$ cat src/rtl/depth_sched_pkg.sv
// rtl/depth_sched_pkg.sv - shared types and field layout for the depth analysis scheduler
package depth_sched_pkg;

  typedef enum logic [1:0] {IDLE, WAIT, DELIVER} state_t;

  localparam int FEAT_W = 8;
  localparam int VEC_W  = 48;

  localparam int OFF_NUM_FF      = 0;
  localparam int OFF_PATH_LENGTH = 8;
  localparam int OFF_GATE_COUNT  = 16;
  localparam int OFF_FAN_OUT     = 24;
  localparam int OFF_FAN_IN      = 32;
  localparam int OFF_SIGNAL_IN   = 40;

  // First member lands in the MSBs, matching the packed slot layout
  typedef struct packed {
    logic [FEAT_W-1:0] signal_in;
    logic [FEAT_W-1:0] fan_in;
    logic [FEAT_W-1:0] fan_out;
    logic [FEAT_W-1:0] gate_count;
    logic [FEAT_W-1:0] path_length;
    logic [FEAT_W-1:0] num_ff;
  } feat_vec_t;

endpackage

$ cat src/rtl/depth_analysis_scheduler_rr_arbiter.sv
// rtl/depth_analysis_scheduler_rr_arbiter.sv - combinational round-robin pick starting at ptr
module rr_arbiter #(
  parameter int NREQ = 4,
  parameter int IDW  = 3
) (
  input  logic [NREQ-1:0] req,
  input  logic [IDW-1:0]  ptr,
  output logic [NREQ-1:0] grant,
  output logic [IDW-1:0]  grant_id
);

  logic [IDW-1:0] lo_id;
  logic [IDW-1:0] hi_id;
  logic           hi_hit;

  // Lowest request at or above ptr wins; otherwise wrap to the lowest request overall
  always_comb begin
    lo_id  = '0;
    hi_id  = '0;
    hi_hit = 1'b0;
    for (int i = NREQ - 1; i >= 0; i--) begin
      if (req[i]) lo_id = IDW'(i);
      if (req[i] && (IDW'(i) >= ptr)) begin
        hi_id  = IDW'(i);
        hi_hit = 1'b1;
      end
    end
    grant_id = hi_hit ? hi_id : lo_id;
    grant    = '0;
    for (int i = 0; i < NREQ; i++) begin
      grant[i] = (|req) && (IDW'(i) == grant_id);
    end
  end

endmodule

$ cat src/rtl/depth_analysis_scheduler.sv
// rtl/depth_analysis_scheduler.sv - shares one depth analyzer among NREQ requesters; DEPTH_STATS_EN adds delivery statistics
module depth_analysis_scheduler
  import depth_sched_pkg::*;
#(
  parameter int NREQ    = 4,
  parameter int ANA_LAT = 2,
  parameter int IDW     = 3
) (
  input  logic                  clk,
  input  logic                  rst_n,
  input  logic [NREQ-1:0]       req_valid,
  output logic [NREQ-1:0]       req_ready,
  input  logic [NREQ*VEC_W-1:0] req_vec,
  output logic [7:0]            ana_signal_in,
  output logic [7:0]            ana_fan_in,
  output logic [7:0]            ana_fan_out,
  output logic [7:0]            ana_gate_count,
  output logic [7:0]            ana_path_length,
  output logic [7:0]            ana_num_ff,
  input  logic [7:0]            ana_depth,
  output logic                  res_valid,
  input  logic                  res_ready,
  output logic [IDW-1:0]        res_id,
  output logic [7:0]            res_depth,
`ifdef DEPTH_STATS_EN
  output logic [7:0]            depth_max,
  input  logic [7:0]            thresh,
  output logic [15:0]           over_cnt,
`endif
  output logic                  busy
);

  state_t         state;
  logic [IDW-1:0] rr_ptr;
  logic [3:0]     cnt;
  logic [NREQ-1:0] grant;
  logic [IDW-1:0] grant_id;
  feat_vec_t      slot;

  rr_arbiter #(.NREQ(NREQ), .IDW(IDW)) u_arb (
    .req      (req_valid),
    .ptr      (rr_ptr),
    .grant    (grant),
    .grant_id (grant_id)
  );

  always_comb begin
    slot = '0;
    for (int i = 0; i < NREQ; i++) begin
      if (IDW'(i) == grant_id) slot = req_vec[i*VEC_W +: VEC_W];
    end
  end

  assign req_ready = (state == IDLE) ? grant : '0;
  assign busy      = (state != IDLE);

  always_ff @(posedge clk or negedge rst_n) begin
    if (!rst_n) begin
      state           <= IDLE;
      rr_ptr          <= '0;
      cnt             <= '0;
      ana_signal_in   <= '0;
      ana_fan_in      <= '0;
      ana_fan_out     <= '0;
      ana_gate_count  <= '0;
      ana_path_length <= '0;
      ana_num_ff      <= '0;
      res_valid       <= 1'b0;
      res_id          <= '0;
      res_depth       <= '0;
    end else begin
      case (state)
        IDLE: begin
          if (|grant) begin
            ana_signal_in   <= slot.signal_in;
            ana_fan_in      <= slot.fan_in;
            ana_fan_out     <= slot.fan_out;
            ana_gate_count  <= slot.gate_count;
            ana_path_length <= slot.path_length;
            ana_num_ff      <= slot.num_ff;
            res_id          <= grant_id;
            cnt             <= 4'(ANA_LAT - 1);
            state           <= WAIT;
          end
        end
        WAIT: begin
          if (cnt == 4'd0) begin
            res_depth <= ana_depth;
            res_valid <= 1'b1;
            state     <= DELIVER;
          end else begin
            cnt <= cnt - 4'd1;
          end
        end
        DELIVER: begin
          // Pointer moves past the owner so it has lowest priority next round
          if (res_ready) begin
            res_valid <= 1'b0;
            rr_ptr    <= (res_id == IDW'(NREQ - 1)) ? '0 : res_id + 1'b1;
            state     <= IDLE;
          end
        end
        default: state <= IDLE;
      endcase
    end
  end

`ifdef DEPTH_STATS_EN
  always_ff @(posedge clk or negedge rst_n) begin
    if (!rst_n) begin
      depth_max <= '0;
      over_cnt  <= '0;
    end else if (state == DELIVER && res_valid && res_ready) begin
      if (res_depth > depth_max) depth_max <= res_depth;
      if (res_depth > thresh && over_cnt != 16'hFFFF) over_cnt <= over_cnt + 16'd1;
    end
  end
`endif

endmodule

$ cat config.mk
export PLATFORM = sky130hd
export DESIGN_NAME = depth_analysis_scheduler
export DESIGN_NICKNAME = d
export VERILOG_FILES = /design/src/rtl/depth_sched_pkg.sv /design/src/rtl/depth_analysis_scheduler_rr_arbiter.sv /design/src/rtl/depth_analysis_scheduler.sv
export SDC_FILE = /design/constraint.sdc
export NUM_CORES = 1
export LEC_CHECK = 0
export CORE_MARGIN = 10
export CORE_UTILIZATION = 30
export CTS_CLUSTER_SIZE = 20
export DETAILED_ROUTE_END_ITERATION = 16
export PLACE_DENSITY = 0.67
export SLEW_MARGIN = 25
export SYNTH_ARGS = -nofsm -noshare
export SYNTH_HDL_FRONTEND = slang
export SYNTH_SLANG_ARGS = --single-unit
$ cat constraint.sdc
create_clock -name clk -period 4.7 [get_ports clk]
set_clock_uncertainty 0.1 [all_clocks]
set_input_delay 0.94 -clock clk [delete_from_list [all_inputs] [get_ports clk]]
set_output_delay 0.94 -clock clk [all_outputs]
set_load 0.01 [all_outputs]
---- After elaboration in Yosys (flattened, before gate mapping) ----
Index checks and enable logic that the tools add are counted.
word-level totals
  latch bits .............................. 0
  bits in writable memories ............... 0
  memory bits (read-only) ................. 0
  register bits after elaboration ......... 69
  memories ................................ 0
  input port bits ......................... 207
operators by class
  order comparisons ....................... 4
  equal/unequal tests ..................... 10
  multiply operators ...................... 0
  mux-type cells .......................... 29
  div/mod/pow operators ................... 0
  bitwise operators ....................... 0
  reductions and logical operators ........ 22
  shift operators ......................... 0
  $add $sub $neg .......................... 2
operator list
  kind                   number
  $mux W48               4
  $mux W2                12
  $mux W4                3
  $reduce_and A3 Y1      3
  $logic_and A1 B1 Y1    8
  $pmux W4 S2            1
  $reduce_or A4 Y1       2
  $eq A2 B3 Y1 const A   2
  $ge A1 B3 Y1 const A   2
  $ge A2 B3 Y1 const A   2
  $mux W1                6
  $ne A2 B2 Y1 const B   3
  $pmux W2 S3            1
  $reduce_and A2 Y1      3
  $reduce_bool A2 Y1     3
  $logic_not A4 Y1       1
  $sub A4 B1 Y4 const B  1
  $add A3 B1 Y3 const B  1
  $eq A1 B3 Y1 const A   1
  $eq A3 B2 Y1 const B   1
  $logic_not A3 Y1       1
  $mux W3                1
  $eq A2 B1 Y1 const B   1
  $eq A2 B2 Y1 const B   1
  other kinds (3)        3

---- Depth between registers and ports, before layout ----
  depth in word-level cells ............... 12
  gate-level depth with buffers ........... 8
  depth with buffers taken out ............ 7

---- Modules after synthesis ----
Synthesis repeated with hierarchy kept, for this count alone.
unflattened totals
  cells, all modules ...................... 270
  area, all modules ....................... 3963.8 um^2
by module, submodules not included
  module                    sequential area each (um^2)  area each (um^2)  cells an instance  times used
  depth_analysis_scheduler  1726.7                       3797.4            243                1
  rr_arbiter                0.0                          166.4             27                 1

---- Worst setup path before layout ----
Ideal clock, no wire load.
  path kind ............................... input-to-output
  start ................................... input req_valid[1]
  end ..................................... output req_ready[1]
  stages on the path ...................... 5
  arrival ................................. 2.067 ns
  buffers on the path ..................... 1
  required time ........................... 3.660 ns
  slack ................................... 1.593 ns
  cells stage by stage .................... or4_1 -> and2_4 -> nand2_1 -> buf_2 -> nor2_1
on the way
  cells in the longest elaborated chain, start to end .. 7
  elaborated cells between the ends (all ways) .. 12
RTL lines
  element                                                 line                                       text
  start, declared                                         depth_analysis_scheduler.sv:11             input logic [NREQ-1:0] req_valid,
  $logic_and A1 B1 Y1                                     depth_analysis_scheduler_rr_arbiter.sv:23  if (req[i] && (IDW'(i) >= ptr)) begin
  $mux W2 / $mux W1 (equally long branches) (2 in a row)  depth_analysis_scheduler_rr_arbiter.sv:23
  $mux W2                                                 depth_analysis_scheduler_rr_arbiter.sv:28  grant_id = hi_hit ? hi_id : lo_id;
  $eq A1 B3 Y1                                            depth_analysis_scheduler_rr_arbiter.sv:31  grant[i] = (|req) && (IDW'(i) == grant_id);
  $logic_and A1 B1 Y1 (*)                                 depth_analysis_scheduler_rr_arbiter.sv:31
  $mux W4 (*)                                             depth_analysis_scheduler.sv:54             assign req_ready = (state == IDLE) ? grant : '0;
  end, declared                                           depth_analysis_scheduler.sv:12             output logic [NREQ-1:0] req_ready,
Mark *: on every way between the ends. The rest lies on a longest branch, timed or not.

---- Final worst setup path ----
  start ................................... input req_valid[2]
  end ..................................... output req_ready[1]
on the way
  cells in the longest elaborated chain, start to end .. 8
  elaborated cells between the ends (all ways) .. 15
RTL lines
  element                                                 line
  $logic_and A1 B1 Y1                                     depth_analysis_scheduler_rr_arbiter.sv:23
  $mux W2 / $mux W1 (equally long branches) (3 in a row)  depth_analysis_scheduler_rr_arbiter.sv:23
  $mux W2                                                 depth_analysis_scheduler_rr_arbiter.sv:28
  $eq A1 B3 Y1                                            depth_analysis_scheduler_rr_arbiter.sv:31
  $logic_and A1 B1 Y1 (*)                                 depth_analysis_scheduler_rr_arbiter.sv:31
  $mux W4 (*)                                             depth_analysis_scheduler.sv:54
Marks and branches as above.

==> summary.txt <==
Die W: 134 um
routed vias/inst: 4.84
GRT overflow: 0
input/output buffers: 270
dominant synthesized flop cell: dfrtp_1
largest net degree at the start of global routing: 97
Worst Hold Slack: 385 ps
HPWL after DPL: 12,300 um
Global Route Usage Sum: 0.171
Synth Net Count: 564
syn avg cell area: 10.9 um^2
Critical Path AT: 2930 ps
slowest stage cell, crit path: clkdlybuf4s50_1
Reg area: 1680 um^2
Mapped Area: 3870 um^2
IO Count: 272
max-cap violations: 0
Worst Tran Pin Value: 751 ps
crit-path cells: clkdlybuf4s50_1, mux2i_1, nor2_1, a311oi_1, nand2_2, nor2_1, clkdlybuf4s50_1
Iteration-0 DRC Markers: 118
Reg2Reg Launch Point: rr_ptr[1]$_DFFE_PN0P_
Starting Density: 0.307
core region area: 12,600 um^2
Seq/Total Area, Yosys: 0.433
die area: 17,800 um^2
Area Overhead vs Synth: 79.5%
Die H: 134 um
CTS tree: yes
fmax: 252 MHz
final net count: 820
area share of the largest cell type after synthesis: 0.433
initial antenna violation count: 0
TritonCTS buffer count: 9
Post-Route WL: 15,700 um
Vias: 3,813
FP Rows: 41
worst rel slew slack: 0.499
Final period util: 0.845
Hold Path Class: reg2reg
Seq cells post-synth: 67
number of global-route vias before repair: 4,269
hold buffer count at cts: 0
worst-case vdd ir drop: 0.000298 V
Worst-Skew Late Latency: 330 ps
ANT cells: 0
Final Cell Area: 6950 um^2
Max H-tree Level: 3
R2R cell count: 6
Clock Tree Buf Depth: 2
status: complete, no violations
RSZ-0062 raised after global routing: no
Cells on Worst Hold Path: 2
fin util: 0.551
overall power: 3.61 mW
Mapped Cells: 355
Worst path max stage delay: 560 ps
Post-CTS Setup Repair Bufs: 0
Yosys top cell by area: dfrtp_1
routability cong.: 0.791
Max Slew Vio Count: 0
Synth cell types: 27
CP Capture Type: primary output
most common cell in the netlist: mux2i_1
setup TNS: 0 ps
Crit Path Category: in2out
Post-synth top cells: mux2i_1, dfrtp_1, nand2_1
Final Critical Period: 3970 ps
Post-synth EDFFs: 0
first-pass iteration count of the detailed router: 4
Yosys warnings: 0
DP Area: 6630 um^2
Final Hold Vio Count: 0
crit start category: primary input
final number of setup-violating endpoints: 0
CTS resizes: 0
share of layout cells above drive strength 1: 0.0568
first-pass GRT wire length: 24,200 um
cells taking the most area after synthesis: dfrtp_1, mux2i_1, o221ai_1
critical path launch point: req_valid[2]
Static Leak: 2.90 nW
area of the multi-input gates: 1980 um^2
Post-synth ARST share: 1.00
Filler cells: 1,115
data required time of the critical path: 3660 ps
root buffer cell: clkbuf_16
HP Start: ana_signal_in[1]$_DFFE_PN0P_
DR WL/cell: 20.0 um
post-route ant nets: 0
clock net sink count: 67
DRC Markers: 0
clk slew on worst S/H paths: 50 ps
CP Max Fanout: 4
power density over the cells: 519 nW/um^2
-- critical path: cells and delay by family --
kind	cells	cell delay, ps
muxes	1	170
AOI/OAI and AO/OA	1	450
and+or+nand+nor	3	330
buffers and inverters	2	1040
-- layout make-up --
type	instances	area share
well taps	172	0.0310
flip-flops and latches	67	0.241
clock buffers	11	0.0335
clock inverters	5	0.0112
inverters	7	0.00378
repair buffers	274	0.395
multi-input cells	252	0.285
-- logic make-up (layout without fill, tap and decap cells) --
group,Yosys count,in the layout,synth area share
mux,107,107,0.280
buf+inv,36,297,0.0592
simple gates,81,81,0.0863
fa+ha+maj,2,2,0.00647
flops,67,67,0.433
other cells,1,1,0.000969
compound gates,59,59,0.129
xor+xnor,2,2,0.00453
-- routing by layer --
metal | global-route usage | wire length, um | up-vias
met3 | 0.0628 | 1310 | 14
met2 | 0.303 | 8050 | 168
met1 | 0.185 | 6150 | 1804
met4 | 0.0538 | 216 | 0
li1 | - | - | 1827
met5 | 0 | 0 | -
-- cells in the final DEF, fill, tap and decap left out, types with 2 or more instances in the layout --
| cell | count |
|---|---|
| nand2_1 | 57 |
| nor2_1 | 12 |
| buf_4 | 4 |
| a21oi_1 | 3 |
| xor2_1 | 2 |
| inv_1 | 7 |
| o21ai_0 | 4 |
| dfrtp_1 | 67 |
| o221ai_1 | 48 |
| clkbuf_1 | 2 |
| mux2i_1 | 97 |
| bufinv_16 | 2 |
| clkdlybuf4s50_1 | 269 |
| clkinv_2 | 2 |
| ha_1 | 2 |
| nand2b_1 | 4 |
| mux2_2 | 10 |
| clkbuf_16 | 9 |
-- worst paths after layout --
kind	to	slack (ps)
worst max-delay path	req_ready[1]	730
worst min-delay path	ana_signal_in[1]$_DFFE_PN0P_	390
worst max register to register	ana_signal_in[2]$_DFFE_PN0P_	2270
worst min register to register	ana_signal_in[1]$_DFFE_PN0P_	390
max in group asynchronous	ana_gate_count[5]$_DFFE_PN0P_	3260
min in group asynchronous	res_depth[5]$_DFFE_PN0P_	480
-- power breakdown --
group	leakage (nW)	switching, mW	total, mW	internal, mW
clock	0.150	0.245	0.708	0.462
sequential	0.823	0.165	1.02	0.859
combinational	1.93	0.865	1.88	1.01
-- registers in the layout (all words and copies together), names as in the netlist --
register / count
res_depth: 8
res_id: 2
res_valid: 1
state: 2
ana_gate_count: 8
ana_signal_in: 8
ana_fan_out: 8
ana_path_length: 8
cnt: 4
rr_ptr: 2
ana_fan_in: 8
ana_num_ff: 8
-- metrics by stage --
step           std cells  worst slack, ps
3_3_place_gp         772              745
6_report             788              726
5_1_grt              788              582
2_1_floorplan        355             1590
4_1_cts              788              688
3_5_place_dp         772              712
Power figures use the tool's default switching activity.
